## src/rtl/ysyx_23060332_ifu.sv

```systemverilog
// Instruction fetch unit: owns the PC, issues one outstanding imem request at a time, holds the fetched word for decode.
// Optional IFU_PERF_CNT_EN adds fetch/stall performance counters.
module ysyx_23060332_ifu #(
  parameter logic [31:0] RESET_PC = 32'h8000_0000,
  parameter logic [31:0] INST_NOP = 32'h0000_0013
) (
  input  logic        clk,
  input  logic        rst_n,
  output logic        imem_req_valid_o,
  input  logic        imem_req_ready_i,
  output logic [31:0] imem_req_addr_o,
  input  logic        imem_resp_valid_i,
  input  logic [31:0] imem_resp_data_i,
  output logic        inst_valid_o,
  input  logic        inst_ready_i,
  output logic [31:0] inst_o,
  output logic [31:0] inst_addr_o,
  input  logic        jump_flag_i,
  input  logic [31:0] jump_addr_i
`ifdef IFU_PERF_CNT_EN
  ,
  output logic [31:0] perf_fetch_cnt_o,
  output logic [31:0] perf_stall_cnt_o
`endif
);

  typedef enum logic [1:0] {
    REQ  = 2'd0,
    WAIT = 2'd1,
    HOLD = 2'd2
  } state_t;

  state_t      r_state;
  logic [31:0] r_pc;
  logic        r_kill;
  logic        r_inst_valid;
  logic [31:0] r_inst;
  logic [31:0] r_inst_addr;

  logic        w_consume;
  logic        w_stall;

  // A consume only counts when no redirect steals the HOLD->REQ transition.
  assign w_consume = (r_state == HOLD) && inst_ready_i && !jump_flag_i;
  assign w_stall   = (r_state == WAIT) || ((r_state == REQ) && !imem_req_ready_i);

  always_ff @(posedge clk or negedge rst_n) begin
    if (!rst_n) begin
      r_state      <= REQ;
      r_pc         <= RESET_PC;
      r_kill       <= 1'b0;
      r_inst_valid <= 1'b0;
      r_inst       <= INST_NOP;
      r_inst_addr  <= RESET_PC;
    end else begin
      case (r_state)
        REQ: begin
          if (jump_flag_i) begin
            r_pc <= jump_addr_i;
            if (imem_req_ready_i) begin
              r_kill  <= 1'b1;
              r_state <= WAIT;
            end
          end else if (imem_req_ready_i) begin
            r_state <= WAIT;
          end
        end
        WAIT: begin
          if (jump_flag_i) begin
            r_pc <= jump_addr_i;
            if (imem_resp_valid_i) begin
              r_kill  <= 1'b0;
              r_state <= REQ;
            end else begin
              r_kill  <= 1'b1;
            end
          end else if (imem_resp_valid_i) begin
            if (r_kill) begin
              r_kill  <= 1'b0;
              r_state <= REQ;
            end else begin
              r_inst       <= imem_resp_data_i;
              r_inst_addr  <= r_pc;
              r_inst_valid <= 1'b1;
              r_state      <= HOLD;
            end
          end
        end
        HOLD: begin
          if (jump_flag_i) begin
            r_pc         <= jump_addr_i;
            r_inst_valid <= 1'b0;
            r_state      <= REQ;
          end else if (inst_ready_i) begin
            r_pc         <= r_pc + 32'd4;
            r_inst_valid <= 1'b0;
            r_state      <= REQ;
          end
        end
        default: begin
          r_inst_valid <= 1'b0;
          r_state      <= REQ;
        end
      endcase
    end
  end

  assign imem_req_valid_o = (r_state == REQ);
  assign imem_req_addr_o  = r_pc;
  assign inst_valid_o     = r_inst_valid;
  assign inst_o           = r_inst_valid ? r_inst : INST_NOP;
  assign inst_addr_o      = r_inst_addr;

`ifdef IFU_PERF_CNT_EN
  logic [31:0] r_fetch_cnt;
  logic [31:0] r_stall_cnt;

  always_ff @(posedge clk or negedge rst_n) begin
    if (!rst_n) begin
      r_fetch_cnt <= 32'd0;
      r_stall_cnt <= 32'd0;
    end else begin
      if (w_consume) r_fetch_cnt <= r_fetch_cnt + 32'd1;
      if (w_stall)   r_stall_cnt <= r_stall_cnt + 32'd1;
    end
  end

  assign perf_fetch_cnt_o = r_fetch_cnt;
  assign perf_stall_cnt_o = r_stall_cnt;
`else
  logic w_perf_unused;
  assign w_perf_unused = w_consume ^ w_stall;
`endif

endmodule

```

## config.mk

```make
export PLATFORM = sky130hd
export DESIGN_NAME = ysyx_23060332_ifu
export DESIGN_NICKNAME = d
export VERILOG_FILES = /design/src/rtl/ysyx_23060332_ifu.sv
export SDC_FILE = /design/constraint.sdc
export NUM_CORES = 1
export LEC_CHECK = 0
export ABC_AREA = 1
export CAP_MARGIN = 20
export CORE_UTILIZATION = 51
export CTS_CLUSTER_DIAMETER = 100
export CTS_CLUSTER_SIZE = 16
export DETAILED_ROUTE_END_ITERATION = 7
export PLACE_DENSITY = 0.87
export SYNTH_ARGS = -nofsm -noshare
export SYNTH_HDL_FRONTEND = slang
export SYNTH_SLANG_ARGS = --single-unit
```

## constraint.sdc

```tcl
create_clock -name clk -period 3.12 [get_ports clk]
set_input_delay 0.312 -clock clk [delete_from_list [all_inputs] [get_ports clk]]
set_output_delay 0.312 -clock clk [all_outputs]
set_load 0.05 [all_outputs]
```

==> results of run 1 <==
[per-stage QoR]
stage	utilization (%)	setup WS (ps)
3_5_place_dp	70.5	729
5_1_grt	73.1	354
6_report	73.1	459
3_3_place_gp	70.5	874
4_1_cts	73.1	438
2_1_floorplan	-	1260
[flip-flops by register name (all words and copies together), names as in the netlist]
name / flops
imem_req_addr_o: 32
inst_valid_o: 1
r_inst: 32
r_state: 2
r_kill: 1
inst_addr_o: 32
[power groups by stage]
| stage | registers [mW] | logic (mW) | clock network, mW |
|---|---|---|---|
| final | 2.16 | 3.40 | 1.03 |
| after floorplan | 3.00 | 1.36 | 0 |
| after global routing | 2.22 | 3.59 | 1.07 |
| after global placement | 2.15 | 3.35 | 0 |
| after detailed placement | 2.17 | 3.41 | 0 |
| after CTS | 2.15 | 3.42 | 1.03 |
[synthesized netlist by cell type]
cell	n	area, sq um
dfrtp_1	95	2380
o31ai_2	1	12.5
nand2_2	1	6.26
xor2_1	1	8.76
nand2_4	1	11.3
o21bai_1	4	30.0
o21ai_4	1	16.3
buf_4	5	37.5
nand4_1	5	31.3
nor2_4	3	33.8
buf_2	9	45.0
mux2_4	2	30.0
nand3_1	38	190
mux2_2	36	405
inv_4	1	6.26
inv_2	1	3.75
nor2_1	53	199
o21ai_1	11	55.1
o21ai_0	49	245
nand2_1	203	762
o221ai_1	1	8.76
a21oi_1	12	60.1
inv_1	88	330
a31o_2	1	8.76
a22oi_1	2	15.0
a31oi_1	1	6.26
ha_1	1	12.5
o22ai_1	4	25.0
clkbuf_1	5	18.8
dfstp_2	5	131
buf_6	6	67.6
or2_2	7	43.8
nor2_2	4	25.0
nor3_1	1	5.00
[per-layer routing]
layer  wire, um  GRT usage [%]  up-vias
li1           -              -     2392
met1       6580           38.3     2383
met2       7560           50.3      208
met3        928           3.78       19
met4        243           9.63        0
met5          0              0        -
[worst register-to-register path: stages, from the launching register on]
cell and delay, ps:
dfrtp_1 430, inv_1 190, nand2_2 90, nor2_4 440
inv_1 350, nor2_1 230, inv_1 100, a31o_2 210
[cell type report]
type / count / area [sq um] / area share, %
clock buffers: 10 / 138 / 1.90
clock inverters: 5 / 108 / 1.49
inverters: 90 / 340 / 4.70
multi-input cells: 443 / 2250 / 31.1
flip-flops and latches: 100 / 2510 / 34.6
well taps: 133 / 166 / 2.30
repair buffers: 173 / 1730 / 23.9
[cell families (layout without fill, tap and decap cells)]
group	after synthesis	in the layout	share of synthesized area, %
AO/OA/AOI/OAI	87	87	9.17
XOR/XNOR	1	1	0.166
adder cells (fa/ha/maj)	1	1	0.238
buffers and inverters	115	278	9.67
flip-flops	100	100	47.6
multiplexers	38	38	8.27
AND/OR/NAND/NOR	316	316	24.8
[worst max path at each step]
stage	start	endpoint	slack (ps)	cells past startpoint
floorplan	imem_req_addr_o[3]	imem_req_addr_o[28]	1260	10
global placement	jump_flag_i	inst_addr_o[16]	870	6
detailed placement	jump_flag_i	inst_addr_o[12]	730	5
CTS	inst_valid_o	inst_o[17]	440	4
global route	inst_valid_o	inst_o[17]	350	4
finish	inst_valid_o	inst_o[17]	460	4
[timing repair]
| item | CTS | global route |
|---|---|---|
| endpoints found under the hold margin | 41 | 0 |
| hold buffers | 1 | 0 |
| resized for setup | 0 | 0 |
==> impl_results.md, run 1 <==
* Final Skew at between 20 and 25 ps
* Slew @ Worst Pin at 857 ps
* Overall Power at 6.59 mW
* Grt ovf at 0
* Commonest cells after routing, fill and taps aside: 202 x nand2_1, 166 x clkdlybuf4s50_1, 95 x dfrtp_1
* Clk root buf: clkbuf_8
* Status: finished, final reports clean
* Clk sinks at 100
* Worst setup EP type: output port
* Num CTS Buffers at 9
* Crit path DAT at around 2400 ps
* CTS tree: done
* Crit path max-delay family: buffers and inverters
* Clock Power Share at 15.6%
* Die Height at slightly above 100 um
* Core footprint at 9910 sq um
* CP bufs+invs at 3
* WL/cell at ~16 um
* R2r endpoint: r_state[0]
* Setup Fix Bufs, Post-CTS at 0
* Die width at 104 um
* Layout cells sized above 1 at 10.5%
* Final Hold Slack at ~470 ps
* Fmax at between 300 and 400 MHz
* Setup Crit Path Kind: register to output port
* Detailed Place HPWL at 11100 um
* # fillers at 761
* Synthesis-to-finish area growth at 37.6%
* I/O pins at 168
* Non-Filler Instances at ~950
* Placed cell count at around 940
* R2r startpoint: r_state[0]
* Post-layout net count at slightly below 900
* Power share of the combinational group at 51.6%
* Worst-path clk slew at 100 ps
* Via count of the first global-routing pass at approximately 5000
* Mapped Cells at 658
* Sequential cell area fraction in the yosys report at 47.6%
* Die area at 10700 sq um
* Starting Density at between 50% and 60%
* Post-Syn Nets at 729
* Worst-Skew Late Latency at around 380 ps
* Post-route ant nets at 0
* Antenna violations before repair at 0
* Worst Path Required at between 2000 and 3000 ps
* Slew headroom at 42.9%
* Post-Syn Area at approximately 5300 sq um
* CP max-delay cell: clkdlybuf4s50_1
* Avg Inst Size Synth at 8.00 sq um
* GP Congestion at roughly 0.88
* Htree depth at 3
* Final Hold Fails at 0
* GRT Overall Usage at between 20% and 30%
* FP Rows at 36
* Drt drc at 0
* Final setup TNS at 0 ps
* Max Root-Sink Buffers at 2
* Drt first pass iters at 5
* Int Pwr at 3.53 mW
* Sw power at roughly 3.1 mW
* DR vias/cell at around 5.2
* Dpl cell area at between 6000 and 7000 sq um
* Pin count of the biggest net entering global routing at 77
* Commonest non-fill, non-tap cell in the layout: nand2_1
* Minimum clock period at between 2000 and 3000 ps
* Crit Path Max Fanout at 20
* Pwr dens at between 900 and 1000 nW/um^2
* Vias at 5002
* Hold Path Class: primary input to async pin
* RSZ-0062 raised after global routing: false
* CP startpoint kind: register
* Final wirelength at roughly 15000 um
* Warnings, synthesis at 0
* Design area at ~7200 sq um
* Sequential fraction of design power at between 30% and 40%
* Worst vdd ir at 0.000580 V
* Worst reg2reg path depth at 7
* Pleak at 3.45 nW
* Global-route wire length before repair at between 20000 and 30000 um
* #FFs+latches synth at 100
* Largest stage delay, worst path at between 700 and 800 ps
* N_diodes at 0
* Worst-path cell chain: buf_4 > nand2_1 > inv_1 > clkdlybuf4s50_1
* Fin crit share at between 80% and 90%
* Max-Cap Viols at 0
* Synth cell types at 34
* Switching fraction of total power at a little under half
* PortBufs at roughly 170
* First DRT Iteration DRCs at 294
* Max Slew Vio Count at 0
* R2r setup slk at slightly below 1000 ps
* Setup Viol. Count Final at 0
Note: power is estimated with default switching activity, not from simulation.
==> run 2, diff against run 1 <==
Settings changed: CORE_MARGIN from default to 4, CORE_UTILIZATION 51 to 42, PLACE_DENSITY 0.87 to 0.77.
Clock period 3.12 ns to 2.2 ns, I/O delays scaled along.
==> run 2 against run 1 <==
Compared with the run above:
- clock power grew 45%
- clock-buffer cell count grew 1
- non-clock buffer count increased by 4
- wire length shrank 4.9%
- clock skew is 15 ps lower
- total power increased by 42%
- setup slack got worse by 270 ps
- register-to-register slack worse by 590 ps
- first-iteration DRC count grew 48%
- critical path type unchanged
- highest routed layer unchanged
==> impl_results.md, run 2 (synthesis gave the netlist of run 1 again) <==
* Status: finished, final reports clean
* Fin crit share at 91.4%
* Setup Fix Bufs, Post-CTS at 0
* Setup Crit Path Kind: register to output port
* Pwr dens at 1270 nW/um^2
* FF+latch area at 2510 sq um
* Hold Path Class: primary input to async pin
* Num CTS Buffers at 9
* R2r setup slk at 400 ps
* Layout cells sized above 1 at 14.8%
* Commonest cells after routing, fill and taps aside: 202 x nand2_1, 133 x clkdlybuf4s50_1, 95 x dfrtp_1
* Final Hold Fails at 0
* Final wirelength at 14600 um
* Die width at 120 um
* GP Congestion at approximately 0.9
* Core footprint at between 10000 and 15000 sq um
* CTS tree: done
* Via count of the first global-routing pass at ~4700
* Die area at about 14000 sq um
* Starting Density at 43.3%
* Drt drc at 0
* Worst vdd ir at roughly 0.00075 V
* Met1 usage at just under 30%
* Clk sinks at 100
* Placed cell count at 977
* Setup Viol. Count Final at 0
* Worst Path Required at a little under 2000 ps
* Pin count of the biggest net entering global routing at 57
* DR vias/cell at roughly 4.9
* Max-Cap Viols at 0
* Synthesis-to-finish area growth at 39.2%
* PortBufs at 167
* Pleak at 3.55 nW
* Worst-Skew Late Latency at 340 ps
* Post-layout net count at approximately 890
* Non-Filler Instances at between 900 and 1000
* Multi-input gate area at between 2000 and 2500 sq um
* R2r startpoint: imem_req_addr_o[3]
* Crit path DAT at ~1800 ps
* CP startpoint kind: register
* Post-route ant nets at 0
* R2r endpoint: imem_req_addr_o[14]
* I/O pins at 168
* Max Slew Vio Count at 0
* # fillers at 1102
* Drt first pass iters at 5
* Final setup TNS at 0 ps
* Antenna violations before repair at 0
* Global-route wire length before repair at 23900 um
* RSZ-0062 raised after global routing: false
* Met3 Track Usage GR at under 10%
* Design area at about 7300 sq um
* Worst-path clk slew at roughly 70 ps
* Slew headroom at 62.8%
* Detailed Place HPWL at around 11000 um
* Slew @ Worst Pin at 556 ps
* Grt ovf at 0
* Crit Path Max Fanout at 7
* GR Util met2 at 32.9%
* Minimum clock period at 2010 ps
* Vias at ~4800
* Final Hold Slack at between 300 and 400 ps
* Max Root-Sink Buffers at 2
* First DRT Iteration DRCs at about 440
* Commonest non-fill, non-tap cell in the layout: nand2_1
* Worst reg2reg path depth at 10
* N_diodes at 0
* Die Height at 120 um
* Worst setup EP type: output port
* Final Skew at about 5.5 ps
* Fmax at ~500 MHz
* Dpl cell area at 7040 sq um
* FP Rows at 40
* GRT busiest layer: met2
* WL/cell at ~15 um
* Clk root buf: clkbuf_16
* GRT Overall Usage at just over 20%
* Htree depth at 3
-- run 2: layout make-up --
| cell class | instances | area share, % |
|---|---|---|
| inverter | 90 | 4.64 |
| tap | 168 | 2.87 |
| sequential | 100 | 34.2 |
| timing repair buffer | 177 | 23.7 |
| multi-input combinational | 443 | 30.8 |
| clock inverter | 5 | 0.581 |
| clock buffer | 11 | 3.18 |
-- run 2: report_power, final --
group / total [mW] / switching, mW / internal (mW)
combinational: 4.83 / 3.18 / 1.65
clock: 1.49 / 0.703 / 0.785
sequential: 3.02 / 0.480 / 2.54
-- run 2: stage by stage --
| step | setup slack (ps) | power [mW] | utilization, % |
|---|---|---|---|
| 2_1_floorplan | 343 | 6.18 | - |
| 3_3_place_gp | 370 | 7.83 | 57.9 |
| 3_5_place_dp | 338 | 7.91 | 57.9 |
| 4_1_cts | 162 | 9.42 | 60.3 |
| 5_1_grt | 119 | 9.85 | 60.3 |
| 6_report | 189 | 9.34 | 60.3 |
-- run 2: how the worst max path moves through the flow --
stage / start / endpoint / cells after the start
2_1_floorplan: imem_req_addr_o[3] / imem_req_addr_o[28] / 10
3_3_place_gp: jump_flag_i / r_inst[14] / 5
3_5_place_dp: jump_flag_i / r_inst[18] / 5
4_1_cts: r_state[1] / imem_req_valid_o / 2
5_1_grt: r_state[1] / imem_req_valid_o / 2
6_report: r_state[1] / imem_req_valid_o / 2
-- run 2: worst max-delay path: stages (launching register included) --
cell	delay, ps
dfrtp_1	460
nor2_1	160
clkdlybuf4s50_1	830
-- run 2: timing repair --
action                                 in CTS  in global routing
endpoints found under the hold margin      33                  0
hold buffers                                1                  0
gates resized for setup                     0                  0
-- run 2: per-layer routing --
layer | up-vias | part of all wire [%]
met4 | 0 | 1.3
met2 | 193 | 46
met1 | 2220 | 45
met5 | - | 0
met3 | 15 | 7.9
li1 | 2406 | -
